--- config.mk ---
export PLATFORM = sky130hd
export DESIGN_NAME = serial_add
export DESIGN_NICKNAME = d
export VERILOG_FILES = /design/src/rtl/serial_add.sv
export SDC_FILE = /design/constraint.sdc
export NUM_CORES = 1
export LEC_CHECK = 0
export ABC_AREA = 1
export CORE_MARGIN = 3
export CORE_UTILIZATION = 54
export CTS_CLUSTER_DIAMETER = 200
export DETAILED_ROUTE_END_ITERATION = 10
export GPL_TIMING_DRIVEN = 0
export HOLD_SLACK_MARGIN = 0.15
export PLACE_DENSITY = 0.76
export SLEW_MARGIN = 0
export SYNTH_ARGS = -nofsm -noshare
export SYNTH_HDL_FRONTEND = slang
export SYNTH_SLANG_ARGS = --single-unit
--- constraint.sdc ---
create_clock -name clk -period 2.95 [get_ports clk]
set_clock_uncertainty 0.2 [all_clocks]
set_input_delay 0.4425 -clock clk [delete_from_list [all_inputs] [get_ports clk]]
set_output_delay 0.4425 -clock clk [all_outputs]
set_load 0.02 [all_outputs]
--- src/rtl/serial_add.sv ---
// rtl/serial_add.sv - multi-cycle DIGIT-per-clock adder with start/busy/done handshake
// Optional subtract mode (Sub port, B inverted on capture) is enabled by defining SERIAL_ADD_SUB_EN.
module serial_add #(
  parameter int WIDTH = 16,
  parameter int DIGIT = 4
) (
  input  logic             clk,
  input  logic             rst_n,
  input  logic             start,
  input  logic [WIDTH-1:0] A,
  input  logic [WIDTH-1:0] B,
  input  logic             Cin,
`ifdef SERIAL_ADD_SUB_EN
  input  logic             Sub,
`endif
  output logic             busy,
  output logic             done,
  output logic [WIDTH-1:0] Sum,
  output logic             Cout,
  output logic             Ovf
);

  localparam int N  = WIDTH / DIGIT;
  localparam int KW = (N > 1) ? $clog2(N) : 1;
  localparam logic [KW-1:0] K_LAST = KW'(N - 1);

  typedef enum logic [1:0] {IDLE, RUN, DONE} state_t;

  state_t state_q, state_d;

  logic [WIDTH-1:0] a_q, b_q, acc_q, acc_next;
  logic             carry_q;
  logic [KW-1:0]    k_q;
  logic             accept, last_slice;
  int               k_base;
  logic [DIGIT-1:0] slice_a, slice_b;
  logic [DIGIT:0]   slice_sum;
  logic             msb_carry_in;
  logic [WIDTH-1:0] b_eff;

  // start is honoured in IDLE and in the single DONE cycle, never mid-operation
  assign accept     = start && (state_q != RUN);
  assign last_slice = (k_q == K_LAST);

`ifdef SERIAL_ADD_SUB_EN
  assign b_eff = Sub ? ~B : B;
`else
  assign b_eff = B;
`endif

  always_ff @(posedge clk or negedge rst_n) begin
    if (!rst_n) state_q <= IDLE;
    else        state_q <= state_d;
  end

  always_comb begin
    state_d = state_q;
    case (state_q)
      IDLE:    if (start) state_d = RUN;
      RUN:     if (last_slice) state_d = DONE;
      DONE:    state_d = start ? RUN : IDLE;
      default: state_d = IDLE;
    endcase
  end

  always_comb begin
    busy = (state_q == RUN);
    done = (state_q == DONE);
  end

  always_comb begin
    k_base    = int'(k_q) * DIGIT;
    slice_a   = a_q[k_base +: DIGIT];
    slice_b   = b_q[k_base +: DIGIT];
    slice_sum = {1'b0, slice_a} + {1'b0, slice_b} + {{DIGIT{1'b0}}, carry_q};
    acc_next  = acc_q;
    acc_next[k_base +: DIGIT] = slice_sum[DIGIT-1:0];
    // carry into the MSB recovered from its sum bit: s = a ^ b ^ c
    msb_carry_in = acc_next[WIDTH-1] ^ a_q[WIDTH-1] ^ b_q[WIDTH-1];
  end

  always_ff @(posedge clk or negedge rst_n) begin
    if (!rst_n) begin
      a_q     <= '0;
      b_q     <= '0;
      acc_q   <= '0;
      carry_q <= 1'b0;
      k_q     <= '0;
      Sum     <= '0;
      Cout    <= 1'b0;
      Ovf     <= 1'b0;
    end else if (accept) begin
      a_q     <= A;
      b_q     <= b_eff;
      acc_q   <= '0;
      carry_q <= Cin;
      k_q     <= '0;
    end else if (state_q == RUN) begin
      acc_q   <= acc_next;
      carry_q <= slice_sum[DIGIT];
      k_q     <= k_q + KW'(1);
      if (last_slice) begin
        Sum  <= acc_next;
        Cout <= slice_sum[DIGIT];
        Ovf  <= msb_carry_in ^ slice_sum[DIGIT];
      end
    end
  end

endmodule

==> results of run 1 <==
-- cell usage in the layout (no fill, tap or decap), drive strengths merged --
cell type / synthesis / layout
nand2: 182 / 182
nand4: 3 / 3
nand3: 9 / 9
xnor2: 3 / 3
o21ai: 36 / 36
nor2: 19 / 19
a21oi: 6 / 6
dlygate4sd3: 0 / 1
nand3b: 1 / 1
a22o: 1 / 1
buf: 16 / 23
o22ai: 15 / 15
ha: 9 / 9
inv: 37 / 37
nor3: 3 / 3
clkinv: 1 / 2
a22oi: 1 / 1
clkbuf: 0 / 13
dfrtp: 71 / 71
fa: 2 / 2
clkdlybuf4s50: 0 / 54
a32oi: 2 / 2
-- layer usage --
layer | vias to the layer above | global-route usage | wire (um)
met5 | - | 0 | 0
met4 | 0 | 0.101 | 161
met3 | 14 | 0.0437 | 362
li1 | 1468 | - | -
met2 | 80 | 0.375 | 3870
met1 | 1367 | 0.291 | 3410
-- through the flow --
step | power, mW | utilization
6_report | 5.23 | 0.725
5_1_grt | 5.67 | 0.725
4_1_cts | 5.18 | 0.720
3_5_place_dp | 4.38 | 0.682
3_3_place_gp | 4.28 | 0.683
2_1_floorplan | 3.56 | -
-- worst paths after layout --
path	from	end	slack (ns)	depth (start not counted)
min reg2reg	b_q[1]$_DFFE_PN0P_	b_q[1]$_DFFE_PN0P_	0.27	2
min in group asynchronous	rst_n	Sum[14]$_DFFE_PN0P_	0.55	2
min	b_q[1]$_DFFE_PN0P_	b_q[1]$_DFFE_PN0P_	0.27	2
max	k_q[0]$_DFFE_PN0P_	acc_q[5]$_DFFE_PN0P_	0.14	12
max reg2reg	k_q[0]$_DFFE_PN0P_	acc_q[5]$_DFFE_PN0P_	0.14	12
max in group asynchronous	rst_n	k_q[1]$_DFFE_PN0P_	1.40	2
-- registers in the layout, summed over array words and instances (netlist names) --
signal,cells
Cout,1
k_q,2
acc_q,16
Sum,16
state_q,2
b_q,16
carry_q,1
Ovf,1
a_q,16
-- critical path, delay by kind of cell, from the launching register on --
kind                       cells  cell delay (ns)
AOI/OAI and AO/OA              3             0.29
and+or+nand+nor                3             0.43
DFF                            1             0.44
adders and majority gates      2             0.88
buffers and inverters          4             0.49
-- area by class of cell --
class,count,area [um2],area share
Tap cell,75,93.8,0.0212
Multi-Input combinational cell,292,1500,0.339
Clock buffer,13,159,0.0360
Sequential cell,71,1780,0.403
Inverter,38,146,0.0331
Buffer,16,133,0.0300
Timing Repair Buffer,62,603,0.137
Clock inverter,1,5.00,0.00113
-- timing repair --
action                                  CTS  global route
endpoints found under the setup margin   15             5
hold endpoints to repair                 71             0
gates resized for setup                   9             2
setup buffers                             3             3
hold buffers                              1             0
pin swaps                                 1             3
-- cells in the mapped netlist, drive strengths merged --
library cell  number
nand2            182
dfrtp             71
inv               37
o21ai             36
nor2              19
buf               16
o22ai             15
ha                 9
nand3              9
a21oi              6
nand4              3
nor3               3
xnor2              3
a32oi              2
fa                 2
a22o               1
a22oi              1
clkinv             1
nand3b             1
-- power breakdown --
group	internal, mW	switching [mW]
Sequential	1.38	0.232
Clock	0.341	0.326
Combinational	1.19	1.76
Total	2.92	2.32
-- logic make-up after synthesis --
logic type	Yosys count	share of synthesized area
adders and majority gates	11	0.0434
xor gates and xnor gates	3	0.00747
buffers and inverters	54	0.0758
AOI/OAI and AO/OA	61	0.114
DFF	71	0.505
and+or+nand+nor	217	0.254
==> run metrics, run 1 <==
Worst Hold Slack 0.272 ns; crit path time final 2.81 ns; Post-Route Setup TNS 0 ns; Rows 28; Ant. Diodes 0; Post-DRT Antenna Nets 0; Core ar. 6100 um2; DRT iter0 DRCs 145; syn_area_per_cell 8.43 um2; CTS max path bufs 2; CTS tree yes; clock slew at reported path FFs 0.07 ns; CP Data Required Time 3.02 ns; final net count 537; Area after DPL 4160 um2; Vias/cell 5.16; All-Layer GR Usage 0.227; Clk Latency, worst-skew pair 0.34 ns; Distinct cells, synth 32; GRT overflow 0; final hold vios 0; CP Cell Sequence buf_4 > buf_2 > nor2_1 > o22ai_2 > fa_2 > inv_1 > fa_2 > nor3_2 > inv_2 > o22ai_2 > nand2_1 > o21ai_2; max_slew headroom 0.419; Ys Warns 0; Tightest Pin Transition 0.871 ns; mean routed wirelength per cell 13.7 um; critical path peak fanout 10; I/O pin count 56; post-route setup slack 0.141 ns; critical path arrival 2.88 ns; Die Area 7520 um2; Yosys top cell area share 0.505; H-tree lvl count 3; final WL 7.81 mm; post-route cell area 4420 um2; number of synthesized register bits 71; Slew Viols, Final 0; detailed-route via count 2929; Syn Inst Count 417; PwrDens 1180 nW/um2; Die X 86.7 um; Die Y 86.7 um; Worst setup SP type flop; first-pass GRT wire length 13.1 mm; Syn Nets 464; worst setup path class reg2reg; outcome finished, final reports clean; Post-Layout Cell Count 568; CTS buffer count 9; fin crit share 0.952; final HPWL from detailed placement 5.64 mm; ranking of synthesized cells by area dfrtp_1 (51%), nand2_1 (19%), ha_1 (3.2%); Pre-antenna DRT Iters 4; leakage 2.18 nW; mapped cell area 3520 um2; CTS sink count 71; Max Freq 356 MHz; input/output buffers 55; Crit. End Element flop; number of global-route vias before repair 2877; area grow syn2layout 25.6%; share of cells above drive strength 1 0.164; largest net degree at the start of global routing 72; layout filler cell count 487; GP Congestion 0.822; MaxCap Viol Count 0; detailed-route DRC error count 0; Placed Cells incl. Taps 547; CP max stage cell fa_2; root buffer selected by CTS clkbuf_8; Peak VDD IR 0.768 mV; Initial Util 0.577; Final setup viols 0; CP max stage delay 0.47 ns; Yosys top cell by area dfrtp_1; initial antenna violation count 0; pre-CTS setup slack -0.336 ns; sequential share of the synthesized area 0.505; Worst Hold Class reg2reg
(Power assumes the default switching activity.)
==> inputs of run 2 (changes only) <==
CORE_ASPECT_RATIO = 1.4   (was default)
RECOVER_POWER = 50   (was default)
==> run metrics, run 2 (synthesis results as in run 1) <==
critical path peak fanout 10 (unchanged); commonest non-fill, non-tap cell in the layout nand2_1 (unchanged); outcome complete, but fails checks (was finished, final reports clean); H-tree lvl count 3 (unchanged); Worst Hold Class reg2reg (unchanged); largest net degree at the start of global routing 72 (unchanged); CP Data Required Time 3.04 ns (was 3.02 ns); clock slew at reported path FFs 0.08 ns (was 0.07 ns); post-route cell area 4430 um2 (was 4420 um2); max_slew headroom -0.144 (was 0.419); Max Freq 357 MHz (was 356 MHz); failing checks max-capacitance violations, max-slew violations; layout filler cell count 510 (was 487); Core ar. 6250 um2 (was 6100 um2); area grow syn2layout 26.1% (was 25.6%); share of cells above drive strength 1 0.166 (was 0.164); Post-DRT Antenna Nets 0 (unchanged); crit path time final 2.80 ns (was 2.81 ns); CTS max path bufs 2 (unchanged); GRT overflow 0 (unchanged); Vias/cell 5.21 (was 5.16); Tightest Pin Transition 1.72 ns (was 0.871 ns); CTS tree yes (unchanged); Worst setup SP type flop (unchanged); GP Congestion 0.914 (was 0.822); Die Y 101 um (was 86.7 um); root buffer selected by CTS clkbuf_8 (unchanged); Pre-antenna DRT Iters 4 (unchanged); mean routed wirelength per cell 14.5 um (was 13.7 um); pre-CTS setup slack -0.278 ns (was -0.336 ns); Rows 34 (was 28); I/O pin count 56 (unchanged); unrepaired setup endpoints after global routing false; Ant. Diodes 0 (unchanged); PwrDens 1250 nW/um2 (was 1180 nW/um2); final hold vios 0 (unchanged); area occupied by multi-input gates 1520 um2 (was 1500 um2); Final setup viols 0 (unchanged); Die Area 7530 um2 (was 7520 um2); Slew Viols, Final 72 (was 0); critical path arrival 2.89 ns (was 2.88 ns); fin crit share 0.951 (was 0.952); leakage 2.17 nW (was 2.18 nW); worst r2r path cells 12 (unchanged); Post-Layout Cell Count 567 (was 568); Placed Cells incl. Taps 544 (was 547); Register Area 1780 um2 (unchanged); final net count 537 (unchanged); Clk Latency, worst-skew pair 0.36 ns (was 0.34 ns); number of global-route vias before repair 3046 (was 2877); DRT iter0 DRCs 127 (was 145); Area after DPL 4160 um2 (about the same); detailed-route DRC error count 0 (unchanged); detailed-route via count 2956 (was 2929); worst setup path class reg2reg (unchanged); All-Layer GR Usage 0.241 (was 0.227); final WL 8.25 mm (was 7.81 mm); Hold Crit Depth 2 (unchanged); Post-Route Setup TNS 0 ns (unchanged); CTS buffer count 9 (unchanged); final HPWL from detailed placement 6.07 mm (was 5.64 mm); Die X 74.2 um (was 86.7 um); first-pass GRT wire length 13.7 mm (was 13.1 mm); post-route setup slack 0.145 ns (was 0.141 ns); input/output buffers 55 (unchanged); total power draw 5.56 mW (was 5.23 mW); MaxCap Viol Count 1 (was 0); Crit. End Element flop (unchanged); initial antenna violation count 0 (unchanged); Initial Util 0.562 (was 0.577); commonest cells after routing, fill and taps aside nand2_1 (179), dfrtp_1 (69), clkdlybuf4s50_1 (54) (was nand2_1 (178), dfrtp_1 (69), clkdlybuf4s50_1 (54)); CTS sink count 71 (unchanged); Peak VDD IR 0.651 mV (was 0.768 mV)
==> run 2: cell count changes in the layout (fill, tap and decap cells not counted), sizes merged <==
cell,previous run,this run
clkinvlp,0,1
bufinv,0,1
buf,23,19
clkinv,2,3
clkbuf,13,16
==> run 2: what timing repair did <==
item,in CTS,in global routing
endpoints found under the hold margin,71,0
hold buffers,1,0
setup endpoints to repair,15,13
buffers inserted,4,2
pin swaps,1,3
resized for setup,6,15
==> run 2: cell type report <==
class	count	area share
Multi-Input combinational cell	292	0.342
Sequential cell	71	0.401
Clock inverter	4	0.0102
Tap cell	72	0.0203
Buffer	16	0.0248
Inverter	38	0.0330
Clock buffer	12	0.0327
Timing Repair Buffer	62	0.135
==> run 2: layer usage <==
| metal | global-route usage | vias to the layer above | share of wire | routed length, um |
|---|---|---|---|---|
| met4 | 0.0962 | 0 | 0.024 | 197 |
| met3 | 0.0556 | 21 | 0.034 | 283 |
| met1 | 0.254 | 1404 | 0.39 | 3210 |
| met5 | 0 | - | 0 | 0 |
| met2 | 0.448 | 65 | 0.55 | 4560 |
| li1 | - | 1466 | - | - |
==> run 2: worst paths after layout <==
kind	start	endpoint	slack, ns
min in group asynchronous	rst_n	Sum[14]$_DFFE_PN0P_	0.87
max in group asynchronous	rst_n	k_q[1]$_DFFE_PN0P_	0.55
worst max-delay path	k_q[0]$_DFFE_PN0P_	acc_q[13]$_DFFE_PN0P_	0.15
worst max register to register	k_q[0]$_DFFE_PN0P_	acc_q[13]$_DFFE_PN0P_	0.15
worst min-delay path	b_q[10]$_DFFE_PN0P_	b_q[10]$_DFFE_PN0P_	0.27
worst min register to register	b_q[10]$_DFFE_PN0P_	b_q[10]$_DFFE_PN0P_	0.27
==> run 2: stage by stage <==
stage                      util  hold slack, ns
after floorplan               -         -0.0531
after global placement    0.665           0.249
after detailed placement  0.664           0.256
after CTS                 0.705           0.273
after global routing      0.709           0.287
final                     0.709           0.271
==> run 2: power by group <==
group          internal, mW  switching, mW  leakage (nW)
clock network         0.410          0.361         0.100
logic                  1.33           1.83          1.15
registers              1.38          0.249         0.922
total                  3.12           2.44          2.17
==> run 2: critical path: stages, from the launching register on <==
cell and delay (ns):
dfrtp_2 0.44, buf_4 0.15, buf_2 0.18, nor2_1 0.15, o22ai_2 0.11, fa_2 0.41, inv_1 0.09, fa_2 0.48
nor3_4 0.18, inv_2 0.07, o22ai_2 0.13, nand2_1 0.09, o21ai_2 0.06
==> inputs of run 3 (changes only) <==
CORE_UTILIZATION = 58   (was 54)
PLACE_DENSITY = 0.81   (was 0.76)
clock period = 3.62 ns   (was 2.95 ns; I/O delays follow)
==> run metrics, run 3 (synthesis results as in run 1) <==
Worst setup SP type flop (unchanged); outcome complete, but fails checks (unchanged); H-tree lvl count 3 (unchanged); number of global-route vias before repair 2825 (was 3046); failing checks max-capacitance violations, max-slew violations (unchanged); crit path time final 3.27 ns (was 2.80 ns); layout filler cell count 431 (was 510); final WL 7.84 mm (was 8.25 mm); Worst Hold Slack 0.274 ns (was 0.271 ns); MaxCap Viol Count 1 (unchanged); Gate power share 0.512 (was 0.568); Final setup viols 0 (unchanged); commonest cells after routing, fill and taps aside nand2_1 (178), dfrtp_1 (71), clkdlybuf4s50_1 (53) (was nand2_1 (179), dfrtp_1 (69), clkdlybuf4s50_1 (54)); Peak VDD IR 0.542 mV (was 0.651 mV); DRT iter0 DRCs 171 (was 127); I/O pin count 56 (unchanged); Max Freq 305 MHz (was 357 MHz); root buffer selected by CTS clkbuf_8 (unchanged); CTS max path bufs 2 (unchanged); post-route setup slack 0.345 ns (was 0.145 ns); CP Data Required Time 3.70 ns (was 3.04 ns); CP max stage delay 0.50 ns (was 0.48 ns); Ant. Diodes 0 (unchanged); top routing layer used met4 (unchanged); final hold vios 0 (unchanged); fin crit share 0.905 (was 0.951); Rows 32 (was 34); Clk pwr share 0.180 (was 0.139); Metal-1 WL 3.11 mm (was 3.21 mm); Crit. End Element flop (unchanged); GP Congestion 0.914 (about the same); leakage 2.15 nW (was 2.17 nW); Tightest Pin Transition 1.71 ns (was 1.72 ns); max_slew headroom -0.142 (was -0.144); commonest non-fill, non-tap cell in the layout nand2_1 (unchanged); P_int 2.44 mW (was 3.12 mW); Switching Share 0.435 (was 0.439); All-Layer GR Usage 0.244 (was 0.241); met3 WL 389 um (was 283 um); mean routed wirelength per cell 14.1 um (was 14.5 um); Vias/cell 5.23 (was 5.21); Worst Hold Class reg2reg (unchanged); worst setup path class reg2reg (unchanged); first-pass GRT wire length 13.3 mm (was 13.7 mm); Die Area 7050 um2 (was 7530 um2); critical path arrival 3.36 ns (was 2.89 ns); CTS sink count 71 (unchanged); PwrDens 988 nW/um2 (was 1250 nW/um2); Die X 71.8 um (was 74.2 um); Die Y 98.1 um (was 101 um); CTS resizes 0 (was 6); initial antenna violation count 0 (unchanged); Net Sw Power 1.88 mW (was 2.44 mW); CTS tree yes (unchanged); Clk Latency, worst-skew pair 0.35 ns (was 0.36 ns); CP Cell Sequence inv_2 > buf_6 > buf_2 > nor2_1 > o22ai_1 > fa_1 > inv_1 > fa_1 > xnor2_1 > nand3_1 > nor2_1 > a21oi_1 > o21ai_1 (was buf_4 > buf_2 > nor2_1 > o22ai_2 > fa_2 > inv_1 > fa_2 > nor3_4 > inv_2 > o22ai_2 > nand2_1 > o21ai_2); input/output buffers 55 (unchanged); detailed-route via count 2913 (was 2956); Post-DRT Antenna Nets 0 (unchanged); share of cells above drive strength 1 0.133 (was 0.166); GRT overflow 0 (unchanged); area grow syn2layout 24.1% (was 26.1%); CTS buffer count 9 (unchanged); pre-CTS setup slack 0.394 ns (was -0.278 ns); clock slew at reported path FFs 0.07 ns (was 0.08 ns); Seq pwr share 0.308 (was 0.293); Initial Util 0.619 (was 0.562); Core ar. 5690 um2 (was 6250 um2); Pre-antenna DRT Iters 4 (unchanged); final net count 531 (was 537); largest net degree at the start of global routing 72 (unchanged); unrepaired setup endpoints after global routing false (unchanged); met2 wire length 4.16 mm (was 4.56 mm); CP max stage cell dfrtp_1 (was fa_2); final HPWL from detailed placement 5.59 mm (was 6.07 mm); Slew Viols, Final 72 (unchanged); critical path peak fanout 12 (was 10); detailed-route DRC error count 0 (unchanged)
-- run 3: stage by stage --
step                      power (mW)  instance area (um2)   util  setup TNS, ns  std cells
after global routing            4.66                 4370  0.768              0        557
after CTS                       4.35                 4410  0.775              0        557
after detailed placement        3.56                 4150  0.730              0        540
after floorplan                 2.90                 3520      -              0        417
final                           4.32                 4370  0.768              0        557
after global placement          3.49                 4150  0.730         -35.39        540
-- run 3: repair_timing --
| item | 4_1_cts | 5_1_grt |
|---|---|---|
| endpoints found under the setup margin | 0 | 0 |
| hold endpoints to repair | 71 | 0 |
| hold buffers | 1 | 0 |
| buffers inserted | 0 | 0 |
-- run 3: path summary, 6_finish.rpt --
check | cells after the start | startpoint | to | slack, ns
max | 13 | k_q[0]$_DFFE_PN0P_ | acc_q[14]$_DFFE_PN0P_ | 0.35
min | 2 | a_q[9]$_DFFE_PN0P_ | a_q[9]$_DFFE_PN0P_ | 0.27
max reg2reg | 13 | k_q[0]$_DFFE_PN0P_ | acc_q[14]$_DFFE_PN0P_ | 0.35
min reg2reg | 2 | a_q[9]$_DFFE_PN0P_ | a_q[9]$_DFFE_PN0P_ | 0.27
max in group asynchronous | 2 | rst_n | a_q[9]$_DFFE_PN0P_ | 1.22
min in group asynchronous | 2 | rst_n | Sum[14]$_DFFE_PN0P_ | 0.98
-- run 3: layer usage --
| layer | track usage | vias up |
|---|---|---|
| li1 | - | 1456 |
| met2 | 0.418 | 82 |
| met3 | 0.0433 | 15 |
| met1 | 0.293 | 1360 |
| met5 | 0 | - |
| met4 | 0.117 | 0 |
-- run 3: worst max-delay path: cells and delay by family, from the launching register on --
family / cells / cell delay, ns
flops: 1 / 0.50
fa+ha+maj: 2 / 0.67
simple gates: 3 / 0.41
compound gates: 3 / 0.46
buf+inv: 4 / 0.60
xor+xnor: 1 / 0.36
-- run 3: power groups by stage --
stage | clock network (mW) | logic [mW] | registers, mW
6_report | 0.776 | 2.21 | 1.33
5_1_grt | 0.817 | 2.47 | 1.37
4_1_cts | 0.783 | 2.24 | 1.33
3_5_place_dp | 0 | 2.21 | 1.34
3_3_place_gp | 0 | 2.16 | 1.33
2_1_floorplan | 0 | 1.52 | 1.38
-- run 3: layout make-up --
| cell class | count | area, um2 | area share |
|---|---|---|---|
| flip-flops and latches | 71 | 1780 | 0.407 |
| multi-input cells | 292 | 1460 | 0.334 |
| repair buffers | 56 | 556 | 0.127 |
| inverters | 38 | 146 | 0.0335 |
| clock buffers | 10 | 138 | 0.0315 |
| clock inverters | 6 | 108 | 0.0246 |
| plain buffers | 16 | 97.6 | 0.0224 |
| well taps | 68 | 85.1 | 0.0195 |
